File: src/rtl/sample_stream_ctrl.sv
// Sample playback controller: fetches 32-bit words from memory and plays them
// out as two 16-bit samples per word, one per sample_tick, in either direction.
module sample_stream_ctrl #(
    parameter int unsigned          ADDR_W     = 23,
    parameter logic [ADDR_W-1:0]    START_ADDR = '0,
    parameter logic [ADDR_W-1:0]    END_ADDR   = 23'h7FFFF
) (
    input  logic              clk,
    input  logic              reset,
    input  logic              sample_tick,
    input  logic              play,
    input  logic              forward,
    input  logic              restart,
    output logic              mem_read,
    output logic [ADDR_W-1:0] mem_address,
    input  logic              mem_waitrequest,
    input  logic [31:0]       mem_readdata,
    input  logic              mem_readdatavalid,
    output logic [15:0]       audio_out,
    output logic              audio_valid,
    output logic              underrun
);

    localparam logic [2:0] IDLE      = 3'd0;
    localparam logic [2:0] FETCH     = 3'd1;
    localparam logic [2:0] WAIT_DATA = 3'd2;
    localparam logic [2:0] FIRST     = 3'd3;
    localparam logic [2:0] SECOND    = 3'd4;

    logic [2:0]        state, state_n;
    logic [31:0]       buffer, buffer_n;
    logic              swap, swap_n;
    logic              drain, drain_n;
    logic [ADDR_W-1:0] addr_n, addr_inc, addr_dec;
    logic [15:0]       audio_n;
    logic              valid_n, underrun_n, consume;

    always_comb begin
        addr_inc = (mem_address == END_ADDR)   ? START_ADDR : mem_address + ADDR_W'(1);
        addr_dec = (mem_address == START_ADDR) ? END_ADDR   : mem_address - ADDR_W'(1);
    end

    always_comb begin
        state_n    = state;
        buffer_n   = buffer;
        swap_n     = swap;
        drain_n    = drain;
        addr_n     = mem_address;
        audio_n    = audio_out;
        valid_n    = 1'b0;
        underrun_n = 1'b0;
        consume    = sample_tick && play;

        if (restart) begin
            buffer_n = '0;
            addr_n   = forward ? START_ADDR : END_ADDR;
            // A read already accepted by the slave must have its data swallowed
            // before a new request goes out, so park in WAIT_DATA until it lands.
            if ((state == WAIT_DATA && !mem_readdatavalid) ||
                (state == FETCH && !mem_waitrequest)) begin
                state_n = WAIT_DATA;
                drain_n = 1'b1;
            end else begin
                state_n = FETCH;
                drain_n = 1'b0;
            end
        end else begin
            case (state)
                IDLE: begin
                    if (play) state_n = FETCH;
                end
                FETCH: begin
                    underrun_n = consume;
                    if (!mem_waitrequest) state_n = WAIT_DATA;
                end
                WAIT_DATA: begin
                    underrun_n = consume;
                    if (mem_readdatavalid) begin
                        if (drain) begin
                            drain_n = 1'b0;
                            state_n = FETCH;
                        end else begin
                            buffer_n = mem_readdata;
                            swap_n   = !forward;
                            state_n  = FIRST;
                        end
                    end
                end
                FIRST: begin
                    if (consume) begin
                        audio_n = swap ? buffer[31:16] : buffer[15:0];
                        valid_n = 1'b1;
                        state_n = SECOND;
                    end
                end
                SECOND: begin
                    if (consume) begin
                        audio_n = swap ? buffer[15:0] : buffer[31:16];
                        valid_n = 1'b1;
                        addr_n  = forward ? addr_inc : addr_dec;
                        state_n = FETCH;
                    end
                end
                default: state_n = IDLE;
            endcase
        end
    end

    always_ff @(posedge clk) begin
        if (!reset) begin
            state       <= IDLE;
            mem_read    <= 1'b0;
            mem_address <= START_ADDR;
            audio_out   <= '0;
            audio_valid <= 1'b0;
            underrun    <= 1'b0;
            buffer      <= '0;
            swap        <= 1'b0;
            drain       <= 1'b0;
        end else begin
            state       <= state_n;
            mem_read    <= (state_n == FETCH);
            mem_address <= addr_n;
            audio_out   <= audio_n;
            audio_valid <= valid_n;
            underrun    <= underrun_n;
            buffer      <= buffer_n;
            swap        <= swap_n;
            drain       <= drain_n;
        end
    end

endmodule

File: config.mk
export PLATFORM = sky130hd
export DESIGN_NAME = sample_stream_ctrl
export DESIGN_NICKNAME = d
export VERILOG_FILES = /design/src/rtl/sample_stream_ctrl.sv
export SDC_FILE = /design/constraint.sdc
export NUM_CORES = 1
export LEC_CHECK = 0
export ABC_AREA = 1
export BUFFER_PORTS_ARGS = -buffer_cell sky130_fd_sc_hd__buf_2
export CORE_MARGIN = 2
export CORE_UTILIZATION = 30
export DETAILED_ROUTE_END_ITERATION = 8
export HOLD_SLACK_MARGIN = 0.05
export PLACE_DENSITY = 0.52
export REMOVE_ABC_BUFFERS = 1
export SLEW_MARGIN = 10
export SYNTH_ARGS = -nofsm -noshare
export SYNTH_HDL_FRONTEND = slang
export SYNTH_SLANG_ARGS = --single-unit
File: constraint.sdc
create_clock -name clk -period 1.7 [get_ports clk]
set_input_delay 0 -clock clk [delete_from_list [all_inputs] [get_ports clk]]
set_output_delay 0 -clock clk [all_outputs]
set_load 0.02 [all_outputs]
* Word-level counts from Yosys, hierarchy flattened *
Index checks and enable logic that the tools add are counted.

storage, ports and cells
  input port bits = 40
  logic and storage cells = 74
  output and inout port bits = 42
  register bits = 79

operators by class
  reductions and logical operators = 24
  eq/ne operators = 8
  bitwise logic cells = 5
  add/sub/neg operators = 2
  multiplexer cells = 26

operators by type and width
  operator                                               number
  two-way mux 23 bit                                     6
  two-way mux 16 bit                                     4
  one-hot mux 16 bit (2 select lines)                    1
  adder 23 x 1 -> 23 bit, second input constant          1
  equality test 23 x 19 -> 1 bit, second input constant  1
  logical NOT 23 bit                                     1
  subtractor 23 x 1 -> 23 bit, second input constant     1
  two-way mux 19 bit                                     1
  two-way mux 3 bit                                      6
  one-hot mux 3 bit (5 select lines)                     1
  nonzero test 2 bit                                     5
  AND reduction 4 bit                                    2
  equality test 3 x 1 -> 1 bit, second input constant    2
  equality test 3 x 2 -> 1 bit, second input constant    2
  OR reduction 2 bit                                     3
  OR reduction 3 bit                                     2
  two-way mux 1 bit                                      5
  NOT 1 bit                                              5
  two-way mux 2 bit                                      2
  inequality test 2 bit, second input constant           2
  AND reduction 2 bit                                    2
  equality test 3 bit, second input constant             1
  logical AND 1 bit                                      3
  logical NOT 1 bit                                      3
  other kinds (3)                                        3

* Depth between registers and ports, before layout *
Gate-level depths: netlist of run 1.

  depth in word-level cells = 6
  mapped depth = 12
  depth with buffers taken out = 12

* Worst setup path after synthesis of run 1 *
OpenSTA, ideal clock, no wires.

  path kind = register to register
  from = register mem_address[0]
  to = register mem_address[1]
  cell stages (with the launch flop) = 11
  library setup time = 0.116 ns
  data arrival time = 1.655 ns
  setup slack = -0.072 ns
  path buffers = 0
  path through = dfxtp_1 > ha_1 > nand3_1 > nor2_8 > nand4_4 > nor2_4 > nor2_2 > nand2_1 > nand2_1 > a21oi_1 > nor2_1

between the ends
  cells in the longest elaborated chain, start to end = 6
  elaborated cells on any way between the ends = 10
  those cells by class = 2 x add/sub; 1 x eq/ne; 6 x mux; 1 x reduce/logical

ends and longest elaborated chain
  item                                                 line    text
  start, declared                                      15      output logic [ADDR_W-1:0] mem_address,
  start signal, assigned                               123     mem_address <= addr_n;
  subtractor 23 x 1 -> 23 bit (tied with other cells)  40      addr_dec = (mem_address == START_ADDR) ? END_ADDR : mem_address - ADDR_W'(1);
  two-way mux 23 bit (on tied branches)                40, 39
  two-way mux 23 bit (*)                               100     addr_n = forward ? addr_inc : addr_dec;
  two-way mux 23 bit (*)                               97      if (consume) begin
  two-way mux 23 bit (*)                               68      case (state)
  two-way mux 23 bit (*)                               54      if (restart) begin

Every way passes the cells marked *; elsewhere a longest branch is shown, timed or not. The select of a mux whose other input is x is not followed.
A chain may end at the register's enable or synchronous reset.

* Worst setup path in the final report of run 1 *
  from = register mem_address[1]
  to = register mem_address[15]

The elaborated chain is that of the path after synthesis.

==> summary.txt, run 1 <==
Run status
  • Status: completed

Min path
  • Hold Path Class: input port to register

Power and ir drop
  • Pwr per Cell Area: 785.5 nW/um2
  • Leakage: 0.003010 uW
  • Final total power: 5312 uW
  • Maximum vdd drop: 0.4887 mV

CTS
  • Num CTS Buffers: 9
  • Clk_lat worst skew: 0.35 ns
  • CTS tree: yes
  • Root buf cell: clkbuf_16
  • Sink Count: 79
  • Clock-pin slew on the worst setup and hold paths: 0.07 ns
  • CTS H-Tree Depth: 3
  • Clock buffer depth: 2

Place
  • DP HPWL: 11.55 mm
  • Port buffer count: 81
  • Post-DP Area: 5882 um2
  • Final Wtd Congestion: 0.9227
  • Pre-CTS setup slack: -0.006117 ns

Floorplanning
  • Initial Util: 30.97%
  • Ports: 82
  • Die area: 16830 um2
  • Die width: 129.7 um
  • Core area: 15310 um2
  • Std cell rows: 45
  • Die height: 129.7 um

Worst setup path
  • Critical Path AT: 1.84 ns
  • Crit path buf inv count: 3
  • Type of the worst setup path: register to register
  • CP dominant cell by count: buf_4
  • Crit-path cells: buf_4, nor2_1, nand2_2, nor2_4, buf_4, a21oi_1, o21ai_0, nand3_1, nand2_1, inv_1
  • Worst setup SP type: register
  • Crit path capture type: register
  • Crit Path Max Fanout: 4
  • WP data required: 1.95 ns
  • CP max stage cell: dfxtp_4
  • Highest cell delay on the worst timing path: 0.36 ns
  • Top Family by Delay on Critical Path: simple AND/OR/NAND/NOR gates

Synthesis
  • Synthesized area: 4743 um2
  • Syn_area_per_cell: 6.489 um2
  • Synth area leaders: dfxtp_1 33%, nand2_1 14%, nor2_1 8.7%
  • Cell taking the most area after synthesis: dfxtp_1
  • Sequential area share after synthesis: 33.34%
  • Yosys warns: 0
  • Main synth FF type: dfxtp_1
  • Top cell type's share of synthesized area: 33.34%
  • FF+latch count, synth: 79
  • Post-Synthesis Cells: 731
  • Async SR Flop Fraction: 0%
  • Netlist cell types: 44
  • Post-synth EDFFs: 0

Cells and area
  • N_diodes: 0
  • Nets: 953
  • Synthesis-to-layout area growth: 42.57%
  • Share of cells above drive strength 1: 30.38%
  • Number of fillers in the final layout: 1637
  • Finished Cell Area: 6763 um2

Route
  • DR WL/cell: 14.16 um
  • Initial DRC Count: 299
  • Vias: 5289
  • Via density: 4.697
  • Final ANT Viol Nets: 0
  • Metal3 WL: 748 um
  • Post-Route WL: 15.94 mm
  • Metal-1 WL: 7.218 mm
  • Max Used Layer: met4
  • Post-route DRC violation count: 0
  • DRT Pass-1 Iters: 5
  • Wire length on met2: 7.721 mm

Timing
  • Max-slew violation count: 0
  • Setup TNS: 0 ns
  • Max Clock Freq: 626.5 MHz
  • Setup-failing EPs final: 0
  • Final period util: 93.89%
  • Clk_skew: 0.007891 ns
  • Worst Tran Pin Value: 0.4985 ns
  • Final worst slack: 0.1039 ns
  • RSZ-0062 raised after global routing: yes
  • Tmin final: 1.596 ns
  • Relative max-transition margin: 66.73%
  • Endpoints failing hold: 0

Flow run
  • # Max-Cap Violations: 0

Global routing
  • First-pass GRT wire length: 25.63 mm
  • Largest net degree at the start of global routing: 37
  • Vias in the first global route: 5062
  • Gr ovfl total: 0
  • Antenna violations before repair: 0
  • GRT Total Usage: 19.43%
placed cells by master, fill, tap and decap left out, types with 34 or more instances in the layout:
cell type	n
buf_2	81
dfxtp_1	62
dlygate4sd3_1	34
buf_4	83
nand2_1	169
nor2_1	101
o21ai_0	51
inv_1	57
a21oi_1	54
nand3_1	43
area by class of cell:
type / instances / area (um2) / area share, %
multi-input combinational: 554 / 2858 / 42.26
timing repair buffer: 201 / 1429 / 21.13
inverter: 65 / 246.5 / 3.645
clock buffer: 9 / 225.2 / 3.330
tap: 211 / 264.0 / 3.904
sequential: 79 / 1630 / 24.11
clock inverter: 7 / 110.1 / 1.628
cell usage after synthesis, types with 6 or more instances:
cell,instances
a21oi_1,55
a31oi_1,6
buf_2,20
clkbuf_1,9
dfxtp_1,79
inv_1,59
nand2_1,174
nand2_2,7
nand3_1,45
nand4_1,9
nor2_1,110
nor2_2,18
nor2_4,12
o21ai_0,54
o21ai_1,16
xor2_1,12
worst paths after layout:
check                                                  from                      endpoint  slack (ns)  cells after the start
worst max register to register  mem_address[1]$_SDFFE_PN0P_  mem_address[15]$_SDFFE_PN0P_        0.10                     10
worst max-delay path            mem_address[1]$_SDFFE_PN0P_  mem_address[15]$_SDFFE_PN0P_        0.10                     10
worst min-delay path                      mem_readdatavalid           state[0]$_SDFF_PN0_        0.07                      3
worst min register to register       buffer[9]$_SDFFE_PP0P_     audio_out[9]$_SDFFE_PN0P_        0.46                      2
where the power goes:
part | internal (uW) | switching [uW] | total, uW
Sequential | 1900 | 85.3 | 1990
Combinational | 477 | 627 | 1100
Clock | 1320 | 897 | 2220
flip-flops by register name, indices dropped and copies added, names as in the netlist:
name and flops:
audio_out 16, swap 1, state 3, mem_read 1, audio_valid 1, buffer 32
mem_address 23, drain 1, underrun 1
per-stage QoR:
step	utilization, %	hold slack, ns	instances
after global placement	38.41	0.2500	1069
after detailed placement	38.41	0.2527	1069
after CTS	42.86	0.05975	1119
after global routing	44.16	0.1051	1126
after floorplan	-	0.08892	698
final	44.16	0.07484	1126
cell families (layout without fill, tap and decap cells):
| group | count (synthesis) | count (layout) | synth area share [%] |
|---|---|---|---|
| AOI/OAI and AO/OA | 141 | 141 | 15.80 |
| xor gates and xnor gates | 14 | 14 | 2.585 |
| adders and majority gates | 3 | 3 | 0.7914 |
| buffers and inverters | 98 | 282 | 8.546 |
| DFF | 79 | 79 | 33.34 |
| and+or+nand+nor | 396 | 396 | 38.93 |
routing by layer:
layer,vias to the layer above,GRT usage (%)
met5,-,0
met4,0,6.325
met3,22,4.018
met2,120,33.38
met1,2424,24.38
li1,2723,-
tightest hold or removal path, cell delays in order:
cell and delay [ns]:
buf_2 0.09, o22ai_1 0.13, a21oi_1 0.17
repair_timing:
action,in CTS,in global routing
gates resized for setup,2,58
setup buffers,0,8
endpoints found under the setup margin,7,26
pin swaps,0,10
hold buffers,34,0
endpoints found under the hold margin,38,0
Power figures use the tool's default switching activity.
==> run 2: changes to the inputs <==
--- a/config.mk
+++ b/config.mk
@@ -5,7 +5,6 @@
 export SDC_FILE = /design/constraint.sdc
 export NUM_CORES = 1
 export LEC_CHECK = 0
-export ABC_AREA = 1
 export BUFFER_PORTS_ARGS = -buffer_cell sky130_fd_sc_hd__buf_2
 export CORE_MARGIN = 2
 export CORE_UTILIZATION = 30
==> run 2 against run 1 <==
  * The flow now finishes with violations (setup timing)
  * Clock power shrank 16%
  * First-iteration DRC count grew 23%
  * Utilization grew 4.9 points
  * Sequential power is essentially flat
  * Total power shrank 0.49%
  * Cell count shrank 14%
==> summary.txt, run 2 <==
Timing
  • Setup TNS: -7.390 ns (was 0 ns)
  • Setup-failing EPs final: 32 (was 0)
  • Worst Tran Pin Value: 0.6318 ns (was 0.4985 ns)
  • RSZ-0062 raised after global routing: yes (unchanged)
  • Final worst slack: -0.4494 ns (was 0.1039 ns)
  • Final period util: 126.4% (was 93.89%)
  • Endpoints failing hold: 0 (unchanged)
  • Relative max-transition margin: 57.83% (was 66.73%)
  • Clk_skew: 0.006811 ns (was 0.007891 ns)
  • Max Clock Freq: 465.2 MHz (was 626.5 MHz)
  • Max-slew violation count: 0 (unchanged)
  • Tmin final: 2.149 ns (was 1.596 ns)

Worst setup path
  • R2r setup slk: -0.45 ns (was 0.10 ns)
  • Crit path capture type: register (unchanged)
  • Cells on worst reg2reg path: 7 (was 10)
  • Worst setup SP type: register (unchanged)
  • Reg-to-reg critical path endpoint: mem_address[18]$_SDFFE_PN0P_ (was mem_address[15]$_SDFFE_PN0P_)
  • Crit Path Max Fanout: 3 (was 4)
  • Reg-to-reg startpoint: mem_address[0]$_SDFFE_PN0P_ (was mem_address[1]$_SDFFE_PN0P_)
  • Critical Path AT: 2.38 ns (was 1.84 ns)
  • WP data required: 1.93 ns (was 1.95 ns)
  • Type of the worst setup path: register to register (unchanged)

Global routing
  • Antenna violations before repair: 0 (unchanged)
  • Gr ovfl total: 0 (unchanged)
  • Vias in the first global route: 4996 (was 5062)
  • Largest net degree at the start of global routing: 36 (was 37)
  • GRT Total Usage: 20.04% (was 19.43%)
  • First-pass GRT wire length: 25.63 mm (unchanged)

CTS
  • CTS tree: yes (unchanged)
  • CTS H-Tree Depth: 3 (unchanged)
  • Clock buffer depth: 2 (unchanged)
  • Clock-pin slew on the worst setup and hold paths: 0.06 ns (was 0.07 ns)
  • Clk_lat worst skew: 0.34 ns (was 0.35 ns)
  • Num CTS Buffers: 9 (unchanged)
  • Sink Count: 79 (unchanged)
  • Root buf cell: clkbuf_16 (unchanged)

Floorplanning
  • Initial Util: 30.60% (was 30.97%)
  • Die width: 125.8 um (was 129.7 um)
  • Die height: 125.8 um (was 129.7 um)
  • Ports: 82 (unchanged)
  • Std cell rows: 44 (was 45)
  • Die area: 15820 um2 (was 16830 um2)
  • Core area: 14530 um2 (was 15310 um2)

Place
  • Port buffer count: 81 (unchanged)
  • Final Wtd Congestion: 0.8856 (was 0.9227)
  • DP HPWL: 10.77 mm (was 11.55 mm)
  • Pre-CTS setup slack: -0.4898 ns (was -0.006117 ns)

Synthesis
  • Cell taking the most area after synthesis: dfxtp_1 (unchanged)
  • Sequential area share after synthesis: 35.56% (was 33.34%)
  • Async SR Flop Fraction: 0% (unchanged)
  • Post-synthesis adder-cell area fraction: 0.8439% (was 0.7913%)
  • Synthesized area: 4448 um2 (was 4743 um2)
  • Top cell type's share of synthesized area: 35.56% (was 33.34%)
  • Post-Synthesis Cells: 571 (was 731)
  • FF+latch count, synth: 79 (unchanged)
  • Post-synthesis mux area share: 4.726% (was 0%)
  • Netlist cell types: 67 (was 44)
  • Count leader, synth: nand2_1 (unchanged)
  • Combinational family with the most area after synthesis: simple AND/OR/NAND/NOR gates (unchanged)
  • Syn_area_per_cell: 7.790 um2 (was 6.489 um2)
  • Post-synth EDFFs: 0 (unchanged)
  • Simple-gate portion of the synthesized area: 28.66% (was 38.93%)
  • Main synth FF type: dfxtp_1 (unchanged)
  • Synth area leaders: dfxtp_1 36%, nand2_1 7.7%, a21oi_1 7.1% (was dfxtp_1 33%, nand2_1 14%, nor2_1 8.7%)
  • Synth top cells by count: 91 x nand2_1, 79 x dfxtp_1, 63 x a21oi_1, 48 x nor2_1, 32 x clkbuf_1 (was 174 x nand2_1, 110 x nor2_1, 79 x dfxtp_1, 59 x inv_1, 55 x a21oi_1)
  • Post-synthesis compound-gate area fraction: 22.25% (was 15.80%)
  • Xor-xnor portion of the synthesized cell area: 2.363% (was 2.585%)
  • Yosys warns: 0 (unchanged)

Cells and area
  • N_diodes: 0 (unchanged)
  • Top flop regs: buffer: 32 flops, mem_address: 23 flops, audio_out: 16 flops (unchanged)
  • Share of cells above drive strength 1: 41.18% (was 30.38%)
  • Max reg flops: 32 (unchanged)
  • Commonest non-fill, non-tap cells in the layout: 98 x buf_4, 89 x nand2_1, 81 x buf_2 (was 169 x nand2_1, 101 x nor2_1, 83 x buf_4)
  • Most common cell after layout, fill and taps aside: buf_4 (was nand2_1)
  • Nets: 821 (was 953)
  • Number of fillers in the final layout: 1380 (was 1637)
  • Synthesis-to-layout area growth: 60.25% (was 42.57%)
  • Reg with most FFs: buffer (unchanged)

Route
  • DRT Pass-1 Iters: 5 (unchanged)
  • Final ANT Viol Nets: 0 (unchanged)
  • DR WL/cell: 16.84 um (was 14.16 um)
  • Post-route DRC violation count: 0 (unchanged)
  • Vias: 5160 (was 5289)
  • Post-Route WL: 16.26 mm (was 15.94 mm)
  • Initial DRC Count: 367 (was 299)
  • Via density: 5.342 (was 4.697)

Min path
  • Hold Path Class: input port to register (unchanged)
  • WHS Path Cells: 3 (unchanged)
  • Worst Min Path Start: restart (was mem_readdatavalid)
  • Hold Crit Endpoint: mem_read$_SDFF_PN0_ (was state[0]$_SDFF_PN0_)

Run status
  • Violated checks: setup timing
  • Status: finished with violations (was completed)

Power and ir drop
  • Maximum vdd drop: 0.6451 mV (was 0.4887 mV)
  • Leakage: 0.002876 uW (was 0.003010 uW)
  • Pwr per Cell Area: 741.6 nW/um2 (was 785.5 nW/um2)

Flow run
  • # Max-Cap Violations: 0 (unchanged)
-- run 2: cell count changes after synthesis, sizes merged, moves of 37 or more --
cell,before,now
inv,64,7
nor2,141,48
nand3,49,12
nand2,185,91
o21ai,70,22
-- run 2: cell families after synthesis --
logic type | Yosys count
xor+xnor | 12
flops | 79
mux | 21
simple gates | 245
compound gates | 156
buf+inv | 55
fa+ha+maj | 3
-- run 2: routing by layer --
metal / part of all wire, % / wire [um] / track usage, %
met4: 2.1 / 348 / 6.270
met2: 50 / 8092 / 34.47
met3: 6.6 / 1073 / 5.650
met5: 0 / 0 / 0
met1: 42 / 6750 / 24.31
-- run 2: power breakdown --
| group | switching [uW] | total, uW | internal (uW) |
|---|---|---|---|
| clock network | 834 | 1870 | 1030 |
| logic | 729 | 1440 | 708 |
| registers | 71.8 | 1980 | 1910 |
-- run 2: how the worst max path moves through the flow --
stage                           startpoint  slack [ns]                           end
2_1_floorplan          state[2]$_SDFF_PN0_       -1.16     audio_out[0]$_SDFFE_PN0P_
3_3_place_gp   mem_address[1]$_SDFFE_PN0P_       -0.45  mem_address[18]$_SDFFE_PN0P_
3_5_place_dp   mem_address[1]$_SDFFE_PN0P_       -0.49  mem_address[21]$_SDFFE_PN0P_
4_1_cts        mem_address[0]$_SDFFE_PN0P_       -0.43  mem_address[18]$_SDFFE_PN0P_
5_1_grt        mem_address[0]$_SDFFE_PN0P_       -0.52  mem_address[18]$_SDFFE_PN0P_
6_report       mem_address[0]$_SDFFE_PN0P_       -0.45  mem_address[18]$_SDFFE_PN0P_
-- run 2: worst max-delay path, cell delays in order, from the launching register on --
cell and delay, ns:
dfxtp_2 0.33, inv_2 0.08, ha_4 0.13, or3b_4 0.38, or4_4 0.49, or4b_1 0.48
nand3_1 0.09, o22ai_1 0.06
-- run 2: layout make-up --
class | count | area [um2] | area share, %
clock buffers | 10 | 239.0 | 3.353
clock inverters | 5 | 42.54 | 0.5968
inverters | 7 | 26.28 | 0.3686
multi-input cells | 437 | 3052 | 42.81
flip-flops and latches | 79 | 1607 | 22.54
well taps | 184 | 230.2 | 3.230
repair buffers | 244 | 1932 | 27.10
-- run 2: per-stage QoR --
step / instances / hold slack, ns / power (uW) / cell area, um2 / utilization [%]
global route: 966 / 0.1239 / 5514 / 7128 / 49.04
CTS: 957 / 0.1069 / 5217 / 6840 / 47.06
global placement: 897 / 0.2415 / 3083 / 5761 / 39.64
finish: 966 / 0.1046 / 5286 / 7128 / 49.04
floorplan: 523 / 0.1037 / 2531 / 4225 / -
detailed placement: 897 / 0.2453 / 3093 / 5761 / 39.64
-- run 2: what timing repair did --
action,in CTS,in global routing
endpoints found under the setup margin,39,39
pin swaps,34,49
gates cloned,2,1
setup buffers,11,9
resized for setup,93,50
hold buffers,32,0
hold endpoints to repair,32,0
==> run 3: changes to the inputs <==
==> constraint.sdc (replaced) <==
create_clock -name clk -period 1.7 [get_ports clk]
set_input_delay 0.17 -clock clk [delete_from_list [all_inputs] [get_ports clk]]
set_output_delay 0.17 -clock clk [all_outputs]
set_load 0.02 [all_outputs]
==> run 3 against run 2 <==
  * The flow still finishes with violations (setup timing)
  * Flip-flop and latch count is the same
  * Clock power about the same
  * Critical path depth unchanged
  * Total power fell by 0.81%
  * Sequential share of layout area grew 0.22 points
  * First-iteration DRC count increased by 5.4%
  * Combinational power is 3% lower
  * Worst setup slack better by 0.045 ns
  * Final area decreased by 0.75%
  * Clock-buffer cell count down 1
==> summary.txt, run 3 (same netlist as run 2, synthesis figures left out) <==
Global routing
  • GRT Total Usage: 19.52% (was 20.04%)
  • Antenna violations before repair: 0 (unchanged)
  • Largest net degree at the start of global routing: 36 (unchanged)
  • Vias in the first global route: 4913 (was 4996)
  • First-pass GRT wire length: 25.03 mm (was 25.63 mm)
  • Gr ovfl total: 0 (unchanged)

CTS
  • CTS H-Tree Depth: 3 (unchanged)
  • Sink Count: 79 (unchanged)
  • Clock buffer depth: 2 (unchanged)
  • Clk_lat worst skew: 0.35 ns (was 0.34 ns)
  • Root buf cell: clkbuf_16 (unchanged)
  • CTS tree: yes (unchanged)
  • Clock-pin slew on the worst setup and hold paths: 0.07 ns (was 0.06 ns)
  • Num CTS Buffers: 9 (unchanged)

Route
  • Wire length on met2: 8.101 mm (was 8.092 mm)
  • Post-route DRC violation count: 0 (unchanged)
  • Initial DRC Count: 387 (was 367)
  • Vias: 5149 (was 5160)
  • Post-Route WL: 16.48 mm (was 16.26 mm)
  • DRT Pass-1 Iters: 5 (unchanged)
  • Max Used Layer: met4 (unchanged)
  • DR WL/cell: 17.29 um (was 16.84 um)
  • Metal-1 WL: 7.079 mm (was 6.750 mm)
  • Via density: 5.403 (was 5.342)
  • Metal3 WL: 991 um (was 1.073 mm)
  • Final ANT Viol Nets: 0 (unchanged)

Worst setup path
  • Crit Path Max Fanout: 4 (was 3)
  • Crit path capture type: register (unchanged)
  • Reg-to-reg startpoint: mem_address[9]$_SDFFE_PN0P_ (was mem_address[0]$_SDFFE_PN0P_)
  • Highest cell delay on the worst timing path: 0.50 ns (was 0.49 ns)
  • Crit path buf inv count: 1 (unchanged)
  • Crit-path cells: nor4_4, buf_4, nand3_2, or4_4, or4b_1, nand3_1, o22ai_1 (was inv_2, ha_4, or3b_4, or4_4, or4b_1, nand3_1, o22ai_1)
  • WP data required: 1.94 ns (was 1.93 ns)
  • Reg-to-reg critical path endpoint: mem_address[18]$_SDFFE_PN0P_ (unchanged)
  • Critical Path AT: 2.34 ns (was 2.38 ns)
  • Type of the worst setup path: register to register (unchanged)
  • Top Family by Delay on Critical Path: simple AND/OR/NAND/NOR gates (unchanged)
  • Critical path origin: mem_address[9]$_SDFFE_PN0P_ (was mem_address[0]$_SDFFE_PN0P_)
  • R2r setup slk: -0.40 ns (was -0.45 ns)
  • Cells on worst reg2reg path: 7 (unchanged)
  • Worst setup SP type: register (unchanged)
  • CP max stage cell: or4_4 (unchanged)

Cells and area
  • Reg with most FFs: buffer (unchanged)
  • Nets: 808 (was 821)
  • Most common cell after layout, fill and taps aside: buf_4 (unchanged)
  • Share of cells above drive strength 1: 46.29% (was 41.18%)
  • Fin util: 48.67% (was 49.04%)
  • Footprint of the multi-input gates: 3097 um2 (was 3052 um2)
  • Register area: 1610 um2 (was 1607 um2)
  • N_diodes: 0 (unchanged)
  • Synthesis-to-layout area growth: 59.04% (was 60.25%)
  • Fin cells: 953 (was 966)
  • Commonest non-fill, non-tap cells in the layout: 108 x buf_4, 81 x buf_2, 68 x dfxtp_1 (was 98 x buf_4, 89 x nand2_1, 81 x buf_2)
  • Top flop regs: buffer: 32 flops, mem_address: 23 flops, audio_out: 16 flops (unchanged)
  • Number of fillers in the final layout: 1390 (was 1380)
  • Max reg flops: 32 (unchanged)

Place
  • Port buffer count: 81 (unchanged)
  • DP HPWL: 10.49 mm (was 10.77 mm)
  • Final Wtd Congestion: 0.8982 (was 0.8856)
  • Pre-CTS setup slack: -0.4730 ns (was -0.4898 ns)
  • Dpl cells: 895 (was 897)

Floorplanning
  • Core area: 14530 um2 (unchanged)
  • Initial Util: 30.60% (unchanged)
  • Ports: 82 (unchanged)
  • Std cell rows: 44 (unchanged)
  • Die width: 125.8 um (unchanged)
  • Die area: 15820 um2 (unchanged)
  • Die height: 125.8 um (unchanged)

Timing
  • RSZ-0062 raised after global routing: yes (unchanged)
  • Tmin final: 2.104 ns (was 2.149 ns)
  • Relative max-transition margin: 71.94% (was 57.83%)
  • Max-slew violation count: 0 (unchanged)
  • Final period util: 123.8% (was 126.4%)
  • Setup-failing EPs final: 29 (was 32)
  • Worst Tran Pin Value: 0.4103 ns (was 0.6318 ns)
  • Final worst slack: -0.4043 ns (was -0.4494 ns)
  • Max Clock Freq: 475.2 MHz (was 465.2 MHz)
  • Setup TNS: -7.580 ns (was -7.390 ns)
  • Clk_skew: 0.006454 ns (was 0.006811 ns)
  • Endpoints failing hold: 0 (unchanged)

Power and ir drop
  • Leakage: 0.002880 uW (was 0.002876 uW)
  • Switch share: 31.46% (was 30.92%)
  • Reg power frac: 37.8% (was 37.5%)
  • Maximum vdd drop: 0.6201 mV (was 0.6451 mV)
  • Final total power: 5244 uW (was 5286 uW)
  • Pwr per Cell Area: 741.2 nW/um2 (was 741.6 nW/um2)
  • Sw Pwr: 1649 uW (was 1635 uW)
  • Logic gate share of total power: 26.8% (was 27.2%)
  • Pint: 3594 uW (was 3651 uW)
  • Clk pwr share: 35.4% (was 35.3%)

Min path
  • WHS Path Cells: 3 (unchanged)
  • Worst Min Path Start: mem_readdata[14] (was restart)
  • Hold Path Class: input port to register (unchanged)
  • Hold Crit Endpoint: buffer[14]$_SDFFE_PP0P_ (was mem_read$_SDFF_PN0_)

Run status
  • Status: finished with violations (unchanged)
  • Violated checks: setup timing (unchanged)

Flow run
  • # Max-Cap Violations: 0 (unchanged)
==> run 3: worst max-delay path by stage <==
stage / end / cells past startpoint / slack [ns]
floorplan: audio_out[0]$_SDFFE_PN0P_ / 5 / -1.16
global placement: mem_address[18]$_SDFFE_PN0P_ / 7 / -0.44
detailed placement: mem_address[18]$_SDFFE_PN0P_ / 7 / -0.47
CTS: mem_address[18]$_SDFFE_PN0P_ / 7 / -0.45
global route: mem_address[18]$_SDFFE_PN0P_ / 6 / -0.51
finish: mem_address[18]$_SDFFE_PN0P_ / 7 / -0.40
==> run 3: through the flow <==
stage          cell area (um2)  hold slack [ns]
2_1_floorplan             4225           0.2737
3_3_place_gp              5758           0.4112
3_5_place_dp              5758           0.4168
4_1_cts                   6686          0.05012
5_1_grt                   7074          0.05614
6_report                  7074          0.05575
==> run 3: area by class of cell <==
class	count	area share, %
tap	184	3.254
clock inverter	6	0.6544
clock buffer	9	3.184
sequential	79	22.76
inverter	7	0.4422
timing repair buffer	231	25.93
multi-input combinational	437	43.77
==> run 3: worst register-to-register path, cell delays in order (launching register included) <==
cell and delay [ns]:
dfxtp_4 0.37, nor4_4 0.26, buf_4 0.16, nand3_2 0.09, or4_4 0.50, or4b_1 0.47
nand3_1 0.09, o22ai_1 0.06
==> run 3: timing repair <==
action                                 CTS  global route
cloned                                   3             5
setup endpoints to repair               39            74
endpoints found under the hold margin    4             0
resized for setup                      102            70
setup buffers                           23            11
hold buffers                             4             0
pin swaps                               55            44
==> run 3: power groups by stage <==
stage | combinational (uW) | clock (uW) | sequential (uW)
2_1_floorplan | 432 | 0 | 2100
3_3_place_gp | 1060 | 0 | 2010
3_5_place_dp | 1070 | 0 | 2010
4_1_cts | 1290 | 1890 | 1980
5_1_grt | 1490 | 1950 | 1990
6_report | 1400 | 1860 | 1980
==> run 3: routing by layer <==
layer	global-route usage [%]	vias to the layer above
li1	-	2455
met1	24.49	2478
met2	32.78	189
met3	4.630	27
met4	7.046	0
met5	0	-
